===== config.mk =====
export PLATFORM = sky130hd
export DESIGN_NAME = cache_ram_arbiter
export DESIGN_NICKNAME = d
export VERILOG_FILES = /design/src/rtl/cache_ram_arbiter.sv
export SDC_FILE = /design/constraint.sdc
export NUM_CORES = 1
export LEC_CHECK = 0
export CAP_MARGIN = 25
export CELL_PAD_IN_SITES_DETAIL_PLACEMENT = 1
export CELL_PAD_IN_SITES_GLOBAL_PLACEMENT = 2
export CORE_MARGIN = 3
export CORE_UTILIZATION = 26
export CTS_BUF_LIST = sky130_fd_sc_hd__clkbuf_4 sky130_fd_sc_hd__clkbuf_8
export CTS_CLUSTER_SIZE = 28
export DETAILED_ROUTE_END_ITERATION = 7
export PLACE_DENSITY_LB_ADDON = 0.15
export SETUP_SLACK_MARGIN = 0.15
export SYNTH_ARGS = -nofsm -noshare
export SYNTH_HDL_FRONTEND = slang
export SYNTH_SLANG_ARGS = --single-unit

===== constraint.sdc =====
create_clock -name clka -period 5.2 [get_ports clka]
set_input_delay 1.04 -clock clka [delete_from_list [all_inputs] [get_ports clka]]
set_output_delay 1.04 -clock clka [all_outputs]
set_load 0.005 [all_outputs]

===== src/rtl/cache_ram_arbiter.sv =====
// cache_ram_arbiter
// Shares one main RAM between two direct-mapped caches. Requester 0 is the
// instruction cache and requester 1 is the data cache. Level-held fetch/flush
// requests are serialised onto a single RAM port with a fixed latency. The
// served requester gets a one-cycle ack; for fetches, its read data is valid
// in that same cycle.
//
// Ports
//   clka, rsta              clock, asynchronous active-high reset
//   fetchN, flushN          read / write request from requester N, held until ack
//   addrN, wdataN           request address and flush data from requester N
//   fetch_ackN, flush_ackN  one-cycle completion pulses to requester N
//   rdataN                  last word fetched for requester N
//   ram_en, ram_we          RAM strobe (one cycle per transaction), write enable
//   ram_addr, ram_din       RAM address and write data, held between transactions
//   ram_dout                RAM read data
//   busy                    high whenever the arbiter is not idle
module cache_ram_arbiter #(
  parameter int ADDRESS_SPACE = 12,
  parameter int DATA_SIZE     = 32,
  parameter int READ_LATENCY  = 1,
  parameter int WRITE_LATENCY = 1,
  parameter int CNT_WIDTH     = 4
) (
  input  logic                     clka,
  input  logic                     rsta,
  input  logic                     fetch0,
  input  logic                     fetch1,
  input  logic                     flush0,
  input  logic                     flush1,
  input  logic [ADDRESS_SPACE-1:0] addr0,
  input  logic [ADDRESS_SPACE-1:0] addr1,
  input  logic [DATA_SIZE-1:0]     wdata0,
  input  logic [DATA_SIZE-1:0]     wdata1,
  output logic                     fetch_ack0,
  output logic                     fetch_ack1,
  output logic                     flush_ack0,
  output logic                     flush_ack1,
  output logic [DATA_SIZE-1:0]     rdata0,
  output logic [DATA_SIZE-1:0]     rdata1,
  output logic                     ram_en,
  output logic                     ram_we,
  output logic [ADDRESS_SPACE-1:0] ram_addr,
  output logic [DATA_SIZE-1:0]     ram_din,
  input  logic [DATA_SIZE-1:0]     ram_dout,
  output logic                     busy
);

  typedef enum logic [1:0] {
    IDLE    = 2'd0,
    ACCESS  = 2'd1,
    ACK     = 2'd2,
    RELEASE = 2'd3
  } state_t;

  // Counter value in the final ACCESS cycle (ACCESS lasts LATENCY+1 cycles).
  localparam logic [CNT_WIDTH-1:0] RD_LAST = CNT_WIDTH'(READ_LATENCY);
  localparam logic [CNT_WIDTH-1:0] WR_LAST = CNT_WIDTH'(WRITE_LATENCY);

  state_t                   state_q;
  logic [CNT_WIDTH-1:0]     cnt_q;
  logic                     grant_q;
  logic                     is_write_q;
  logic                     last_grant_q;
  logic                     ram_en_q;
  logic                     ram_we_q;
  logic [ADDRESS_SPACE-1:0] ram_addr_q;
  logic [DATA_SIZE-1:0]     ram_din_q;
  logic [DATA_SIZE-1:0]     rdata0_q;
  logic [DATA_SIZE-1:0]     rdata1_q;
  logic                     fetch_ack0_q;
  logic                     fetch_ack1_q;
  logic                     flush_ack0_q;
  logic                     flush_ack1_q;

  logic                     active0_d;
  logic                     active1_d;
  logic                     grant_d;
  logic                     access_done_d;

  // Both active: grant the requester that was not served last time.
  always_comb begin
    active0_d     = fetch0 | flush0;
    active1_d     = fetch1 | flush1;
    grant_d       = active1_d & (~active0_d | ~last_grant_q);
    access_done_d = (cnt_q == (is_write_q ? WR_LAST : RD_LAST));
  end

  always_ff @(posedge clka or posedge rsta) begin
    if (rsta) begin
      state_q      <= IDLE;
      cnt_q        <= '0;
      grant_q      <= 1'b0;
      is_write_q   <= 1'b0;
      last_grant_q <= 1'b1;
      ram_en_q     <= 1'b0;
      ram_we_q     <= 1'b0;
      ram_addr_q   <= '0;
      ram_din_q    <= '0;
      rdata0_q     <= '0;
      rdata1_q     <= '0;
      fetch_ack0_q <= 1'b0;
      fetch_ack1_q <= 1'b0;
      flush_ack0_q <= 1'b0;
      flush_ack1_q <= 1'b0;
    end else begin
      case (state_q)
        IDLE: begin
          if (active0_d || active1_d) begin
            // A flush wins over a fetch raised together by the same requester.
            grant_q    <= grant_d;
            ram_addr_q <= grant_d ? addr1 : addr0;
            ram_din_q  <= grant_d ? wdata1 : wdata0;
            ram_we_q   <= grant_d ? flush1 : flush0;
            is_write_q <= grant_d ? flush1 : flush0;
            ram_en_q   <= 1'b1;
            cnt_q      <= '0;
            state_q    <= ACCESS;
          end
        end
        ACCESS: begin
          ram_en_q <= 1'b0;
          ram_we_q <= 1'b0;
          cnt_q    <= cnt_q + 1'b1;
          if (access_done_d) begin
            if (is_write_q) begin
              flush_ack0_q <= ~grant_q;
              flush_ack1_q <= grant_q;
            end else begin
              fetch_ack0_q <= ~grant_q;
              fetch_ack1_q <= grant_q;
              if (grant_q) rdata1_q <= ram_dout;
              else         rdata0_q <= ram_dout;
            end
            state_q <= ACK;
          end
        end
        ACK: begin
          fetch_ack0_q <= 1'b0;
          fetch_ack1_q <= 1'b0;
          flush_ack0_q <= 1'b0;
          flush_ack1_q <= 1'b0;
          last_grant_q <= grant_q;
          state_q      <= RELEASE;
        end
        RELEASE: begin
          // Dead cycle: the served cache drops its request; nothing is sampled.
          state_q <= IDLE;
        end
        default: state_q <= IDLE;
      endcase
    end
  end

  assign fetch_ack0 = fetch_ack0_q;
  assign fetch_ack1 = fetch_ack1_q;
  assign flush_ack0 = flush_ack0_q;
  assign flush_ack1 = flush_ack1_q;
  assign rdata0     = rdata0_q;
  assign rdata1     = rdata1_q;
  assign ram_en     = ram_en_q;
  assign ram_we     = ram_we_q;
  assign ram_addr   = ram_addr_q;
  assign ram_din    = ram_din_q;
  assign busy       = (state_q != IDLE);

endmodule

# --- After elaboration in Yosys (flattened, before gate mapping) ---
# Index checks and enable logic that the tools add are counted.
totals:
  reg_bits: 123
  inputBits: 126
  elab_cells: 68
classes:
  add_sub_neg: 1
  eq_ne: 8
  muxes: 24
  bitwise_logic: 8
  n_reduce_logical: 12
ops:
  columns: ["op", "count"]
  rows:
  - ["2-to-1 mux 32 bit", 1]
  - ["2-to-1 mux 12 bit", 1]
  - ["case mux 1 bit (2 select lines)", 6]
  - ["2-to-1 mux 1 bit", 11]
  - ["inequality test 2 bit (second input constant)", 4]
  - ["case mux 2 bit (4 select lines)", 1]
  - ["case mux 4 bit (2 select lines)", 1]
  - ["AND reduction 4 bit", 2]
  - ["AND reduction 2 bit", 3]
  - ["AND reduction 3 bit", 2]
  - ["nonzero test 2 bit", 3]
  - ["adder 4 x 1 -> 4 bit (second input constant)", 1]
  - ["== test 2 bit (second input constant)", 2]
  - ["== test 4 x 1 -> 1 bit (second input constant)", 1]
  - ["2-to-1 mux 2 bit", 2]
  - ["2-to-1 mux 4 bit", 1]
  - ["inverter 1 bit", 4]
  - ["OR 1 bit", 3]
  - ["== test 2 x 1 -> 1 bit (second input constant)", 1]
  - ["logical NOT 2 bit", 1]
  - ["bitwise AND 1 bit", 1]
  - ["logical OR 1 bit", 1]

# --- Depth between registers and ports, before layout ---
# Gate-level depths: netlist of run 1.
depth:
  ltp_word: 7
  mapped_depth: 8
  ltp_nobuf: 5

# --- Least setup slack after synthesis of run 1 ---
# No wires, ideal clock.
synth_path:
  path_kind: "input port to flip-flop"
  start: "input port fetch0"
  end: "register ram_en_q (netlist: ram_en)"
  arrival_ps: 1894
  path_slack_ps: 3188
  path_stages: 4
  n_path_buf: 2
  path_cell_list: "o41a_1 > buf_2 > buf_4 > o21a_1"
synth_between:
  elab_chain_len: 4
synth_lines:
  columns: ["item", "line", "text"]
  rows:
  - ["start: declaration", "27", "input logic fetch0,"]
  - ["OR 1 bit", "83", "active0_d = fetch0 | flush0;"]
  - ["logical OR 1 bit", "109", "if (active0_d || active1_d) begin"]
  - ["inequality test 2 bit (no line)", null, null]
  - ["AND reduction 2 bit (no line)", null, null]
  - ["end signal: assignment", "96", "ram_en_q <= 1'b0;"]
  - ["end signal: assignment", "116", "ram_en_q <= 1'b1;"]
  - ["end signal: assignment", "122", "ram_en_q <= 1'b0;"]
  - ["end: declaration", "65", "logic ram_en_q;"]
# No other way between the ends.
# A chain may end at the register's enable or synchronous reset.

# --- Worst setup path in the final report of run 1 ---
layout_path:
  start: "register state_q[0]"
  end: "output port busy"
layout_between:
  elab_chain_len: 1
layout_lines:
  columns: ["item", "line", "text"]
  rows:
  - ["start: declaration", "60", "state_t state_q;"]
  - ["start signal: assignment", "91", "state_q <= IDLE;"]
  - ["start signal: assignment", "118", "state_q <= ACCESS;"]
  - ["start signal: assignment", "135", "state_q <= ACK;"]
  - ["nonzero test 2 bit", "165", "assign busy = (state_q != IDLE);"]
  - ["end: declaration", "46", "output logic busy"]
# No other way between the ends.

==> results.md, run 1 <==
- Worst setup margin: 2230 ps
- Max rail drop VDD: about 0.15 mV
- Clock Skews: 12.9 ps
- Number of instances in the synthesized netlist: 462
- Effective utilization at floorplan: 0.266
- Die Y-Extent: 150 um
- Antenna violations before repair: 1
- Drt initial violations: between 100 and 150
- Top cells by area, synth: dfrtp_1, mux2_2, a31oi_1
- Top cell type's share of synthesized area: 0.566
- Core Region: 20,300 um2
- Part of the total power dissipated in sequential elements: 0.362
- Top-level port count: 241
- Worst setup timing slack at the placement stage: 1940 ps
- DRC violations left: 0
- Vias in the first global route: around 5,000
- Final hold vios: 0
- Tcrit/Tclk final: 0.572
- Number of synthesized register bits: 123
- Total grt overflow: 0
- Final routed wirelength across all metal layers: 17.6 mm
- Resized cells post-CTS: 0
- Biggest area consumer among synthesized cells: dfrtp_1
- Router iterations before antenna repair: 4
- Die Wd: about 150 um
- Cell total after placement: 943
- Accumulated negative setup slack: 0 ps
- Cell-internal power: 0.00322 W
- Primary flip-flop cell chosen by synthesis mapping: dfrtp_1
- Buffer cell driving the clock tree root: clkbuf_8
- Total power density per cell area: 565 nW/um2
- First-pass GRT wire length: between 20 and 30 mm
- Count of final setup violators: 0
- Async set-or-reset flop fraction in the synthesized netlist: 1.00
- Commonest non-fill, non-tap cell in the layout: clkdlybuf4s50_1
- Total of max-cap violations: 0
- Die area: 22,500 um2
- Smallest hold slack: 506 ps
- Clock transition at the registers of the reported paths: 70 ps
- Number of standard cells in the final layout excluding fillers: 975
- Pin count of the biggest net entering global routing: 76
- Post-DRT Antenna Nets: 0
- Routed len/inst: 18.1 um
- Classification of the worst setup path: register to output port
- Hold bufs inserted after CTS: 0
- Maximum clock frequency: around 340 MHz
- CP Data Arrival Time: 1930 ps
- CTS Buf Count: 17
- Buffer levels on the longest clock path: 2
- Number of library cell types mapped by synthesis: 42
- Sequential area share after synthesis: 0.571
- Required arrival time at the worst endpoint: 4160 ps
- Layout cell share with drive strength beyond 1: 0.166
- Sinks on the clock net: about 120
- Startpoint class of the critical path: register
- Switching power summed over all nets: 0.00153 W
- Clock period minus worst slack: 2970 ps
- FILL cells: 2,229
- Via density: 4.81
- Crit path max fanout: 10
- Worst skew pair latency: 430 ps
- Synth warn: 0
- Relative contribution of the clock network to total power: 0.175
- Aggregate global-route resource usage: 0.155
- Average cell area after synthesis: 11.7 um2
- Least-Margin Pin Slew: 1040 ps
- Row Count: 52
- Antenna diodes: 0
- Result of the run: complete, no violations
- Post-CTS setup buffers: 0
- Post-synthesis cell area: around 5400 um2
- Switching Share: 0.323
- Placed wire-length estimate: ~12 mm
- Crit. End Element: output port
- Gpl congestion: 0.772
- Count of flip-flops with a built-in enable after synthesis: 0
- Share of power burned in combinational logic: 0.462
- Power after layout: 0.00475 W
- Net count reported at finish: 824
- Area growth from synthesis to layout: 55.9%
- Max Transition Viols Final: 0
- Leading cell types in the layout, fill and taps excluded: clkdlybuf4s50_1, dfrtp_1, mux2_2
- Relative slew slack: 0.305
- Total leakage power: about 3.4 nW
- Vias after detailed routing: 4,690
- H-tree Lvls: 4
- Classification of the worst-slack hold path: register to register
- RSZ-0062 raised after global routing: no
- Count of buffers from port buffering: 240
- Number of nets produced by synthesis: between 500 and 600
- TritonCTS clock tree: yes
==> through the flow <==
step | area, um2 | utilization
after floorplan | 5390 | -
after global placement | 8000 | 0.394
after detailed placement | 8000 | 0.394
after CTS | 8380 | 0.413
after global routing | 8410 | 0.414
final | 8410 | 0.414
==> layout make-up <==
cell class | instances | area [um2] | share of cell area
flip-flops and latches | 123 | 3080 | 0.366
repair buffers | 247 | 2470 | 0.294
multi-input cells | 296 | 2100 | 0.250
well taps | 270 | 338 | 0.0402
clock buffers | 20 | 263 | 0.0313
clock inverters | 11 | 120 | 0.0143
inverters | 8 | 32.5 | 0.00387
==> worst paths after layout <==
path,start,endpoint,slack [ps],depth (start not counted)
max reg2reg,state_q[1],rdata0[20],2840,5
max in group asynchronous,rsta,last_grant_q,3200,4
min,rdata1[27],rdata1[27],510,1
min reg2reg,rdata1[27],rdata1[27],510,1
max,state_q[0],busy,2230,4
min in group asynchronous,rsta,rdata0[3],950,2
==> cell families (layout without fill, tap and decap cells) <==
group	Yosys count	count (layout)	synth area share
DFF	123	123	0.571
AOI/OAI and AO/OA	113	113	0.130
and+or+nand+nor	111	111	0.103
muxes	67	67	0.142
buffers and inverters	43	286	0.0420
adders and majority gates	5	5	0.0116
==> critical path: stages (launching register included) <==
cell,delay [ps]
dfrtp_1,400
inv_1,90
ha_1,370
inv_1,170
clkdlybuf4s50_1,480
==> routing by layer <==
layer  vias to the layer above  track usage  wire length, um
li1                       2141            -                -
met1                      2341        0.191             7640
met2                       178        0.237             7940
met3                        28       0.0675             1560
met4                         2       0.0654              447
met5                         -            0               11
==> registers in the layout, summed over array words and instances, names as in the netlist <==
| signal | cells |
|---|---|
| is_write_q | 1 |
| fetch_ack1 | 1 |
| ram_we | 1 |
| flush_ack0 | 1 |
| cnt_q | 4 |
| state_q | 2 |
| rdata1 | 32 |
| last_grant_q | 1 |
| flush_ack1 | 1 |
| fetch_ack0 | 1 |
| ram_en | 1 |
| grant_q | 1 |
| ram_addr | 12 |
| ram_din | 32 |
| rdata0 | 32 |
==> Yosys cell counts (4+ instances only) <==
master    instances
a31oi_1          44
buf_2            10
buf_6             6
clkbuf_1         17
dfrtp_1         122
ha_1              5
inv_1             8
mux2_2           62
mux2_4            4
nand2_1           6
nand3_1          46
nor2_1           49
o21ai_0          41
o21ai_1           6
o221ai_1          5
==> power by group through the flow <==
| stage | sequential [W] | clock [W] | combinational (W) |
|---|---|---|---|
| 2_1_floorplan | 0.00174 | 0 | 0.000929 |
| 3_3_place_gp | 0.00172 | 0 | 0.00220 |
| 3_5_place_dp | 0.00175 | 0 | 0.00224 |
| 4_1_cts | 0.00173 | 0.000866 | 0.00224 |
| 5_1_grt | 0.00179 | 0.000919 | 0.00241 |
| 6_report | 0.00172 | 0.000832 | 0.00220 |
(Power assumes the default switching activity.)
==> run 2, diff against run 1 <==
--- a/config.mk
+++ b/config.mk
@@ -9,7 +9,7 @@
 export CELL_PAD_IN_SITES_DETAIL_PLACEMENT = 1
 export CELL_PAD_IN_SITES_GLOBAL_PLACEMENT = 2
 export CORE_MARGIN = 3
-export CORE_UTILIZATION = 26
+export CORE_UTILIZATION = 23
 export CTS_BUF_LIST = sky130_fd_sc_hd__clkbuf_4 sky130_fd_sc_hd__clkbuf_8
 export CTS_CLUSTER_SIZE = 28
 export DETAILED_ROUTE_END_ITERATION = 7
==> constraint.sdc (replaced) <==
create_clock -name clka -period 2.41 [get_ports clka]
set_input_delay 0.482 -clock clka [delete_from_list [all_inputs] [get_ports clka]]
set_output_delay 0.482 -clock clka [all_outputs]
set_load 0.005 [all_outputs]
==> results.md, run 2 (synthesis gave the netlist of run 1 again) <==
- Die Y-Extent: 159 um
- Post-DRT Antenna Nets: 0
- Router iterations before antenna repair: 4
- Leading cell types in the layout, fill and taps excluded: clkdlybuf4s50_1, dfrtp_1, mux2_2
- Antenna diodes: 0
- Final routed wirelength across all metal layers: roughly 19 mm
- Worst setup timing slack at the placement stage: around 91 ps
- Vias in the first global route: 5,274
- Vias after detailed routing: 4,716
- Smallest hold slack: 377 ps
- CP Data Arrival Time: 2320 ps
- Worst skew pair latency: ~440 ps
- CP Buf/Inv Count: 1
- Count of buffers from port buffering: 240
- Slack of the worst reg-to-reg path: 410 ps
- Aggregate global-route resource usage: 0.149
- Accumulated negative setup slack: 0 ps
- Count of final setup violators: 0
- Clock period minus worst slack: 2000 ps
- Die Wd: about 160 um
- Antenna violations before repair: 0
- Commonest non-fill, non-tap cell in the layout: clkdlybuf4s50_1
- TritonCTS clock tree: yes
- Routed len/inst: 18.3 um
- Classification of the worst-slack hold path: input port to asynchronous set/reset pin
- Buffer levels on the longest clock path: 2
- Final hold vios: 0
- Hold bufs inserted after CTS: 0
- Crit path largest cell delay: about 460 ps
- Top-level port count: 241
- First-pass GRT wire length: 30.1 mm
- Die area: between 20,000 and 30,000 um2
- Core Region: 22,800 um2
- Maximum clock frequency: 500 MHz
- Area growth from synthesis to layout: 58.6%
- Required arrival time at the worst endpoint: 2730 ps
- Total leakage power: 3.40 nW
- DRC violations left: 0
- Sinks on the clock net: 123
- Launching point of the worst reg2reg path: state_q[1]
- Drt initial violations: 171
- Tcrit/Tclk final: 0.830
- Number of cells on the worst reg-to-reg path: 5
- Layout cell share with drive strength beyond 1: 0.176
- Clock transition at the registers of the reported paths: 80 ps
- Master of the slowest instance on the critical path: mux2_2
- Total of max-cap violations: 0
- Crit. End Element: register
- H-tree Lvls: 4
- Relative slew slack: 0.404
- Least-Margin Pin Slew: 894 ps
- Result of the run: complete, no violations
- Cell family contributing the most delay on the critical path: simple AND/OR/NAND/NOR gates
- Worst reg2reg path endpoint: rdata0[22]
- Classification of the worst setup path: register to register
- Gpl congestion: 0.729
- CTS Buf Count: 17
- Row Count: 55
- Total power density per cell area: 1220 nW/um2
- Cell-by-cell listing of the critical path: inv_1 -> ha_1 -> and4bb_4 -> nand3_4 -> mux2_2
- Crit path max fanout: 33
- Placed wire-length estimate: around 13 mm
- Pin count of the biggest net entering global routing: 92
- Via density: 4.60
- Max rail drop VDD: approximately 0.3 mV
- Power after layout: 0.0104 W
- Buffer cell driving the clock tree root: clkbuf_8
- Effective utilization at floorplan: 0.236
- Clock Skews: roughly 15 ps
- Max Transition Viols Final: 0
- Total grt overflow: 0
- Worst setup margin: 411 ps
- Startpoint class of the critical path: register
- Net count reported at finish: 830
- RSZ-0062 raised after global routing: no
-- run 2: cell types whose count changed in the layout (fill, tap and decap cells not counted), moves of 2 or more --
cell / previous run / this run
buf_12: 0 / 5
buf_4: 6 / 8
clkbuf_4: 2 / 0
clkinv_2: 4 / 2
clkinv_4: 0 / 4
inv_8: 0 / 2
-- run 2: final cells by class --
cell class / instances / area (um2)
inverters: 8 / 33.8
clock buffers: 18 / 248
clock inverters: 14 / 139
fillers: 2517 / 14300
well taps: 313 / 392
flip-flops and latches: 123 / 3080
multi-input cells: 296 / 2100
repair buffers: 253 / 2560
-- run 2: metal layers --
metal / GRT usage / wire [um]
met1: 0.184 / 8140
met2: 0.238 / 8670
met3: 0.0663 / 1710
met4: 0.0410 / 232
met5: 0 / 0
-- run 2: worst max-delay path by stage --
stage | startpoint | endpoint | cells after the start
after floorplan | rsta | cnt_q[0] | 1
after CTS | state_q[1] | busy | 4
after global placement | fetch0 | ram_addr[3] | 4
after global routing | cnt_q[1] | rdata0[20] | 5
final | state_q[1] | rdata0[22] | 5
after detailed placement | fetch0 | ram_din[28] | 4
-- run 2: repair_timing --
| item | 4_1_cts | 5_1_grt |
|---|---|---|
| buffers inserted | 1 | 0 |
| pin swaps | 0 | 0 |
| endpoints found under the setup margin | 1 | 1 |
| gates resized for setup | 1 | 1 |
-- run 2: report_power, final --
| part | switching (W) | internal, W |
|---|---|---|
| logic | 0.00199 | 0.00291 |
| registers | 0.000595 | 0.00312 |
| clock network | 0.000940 | 0.000867 |
| total | 0.00352 | 0.00690 |
-- run 2: per-stage QoR --
stage | utilization | cell area [um2] | instances
floorplan | - | 5400 | 462
detailed placement | 0.357 | 8160 | 992
finish | 0.374 | 8550 | 1025
CTS | 0.374 | 8550 | 1025
global route | 0.374 | 8550 | 1025
global placement | 0.357 | 8160 | 992
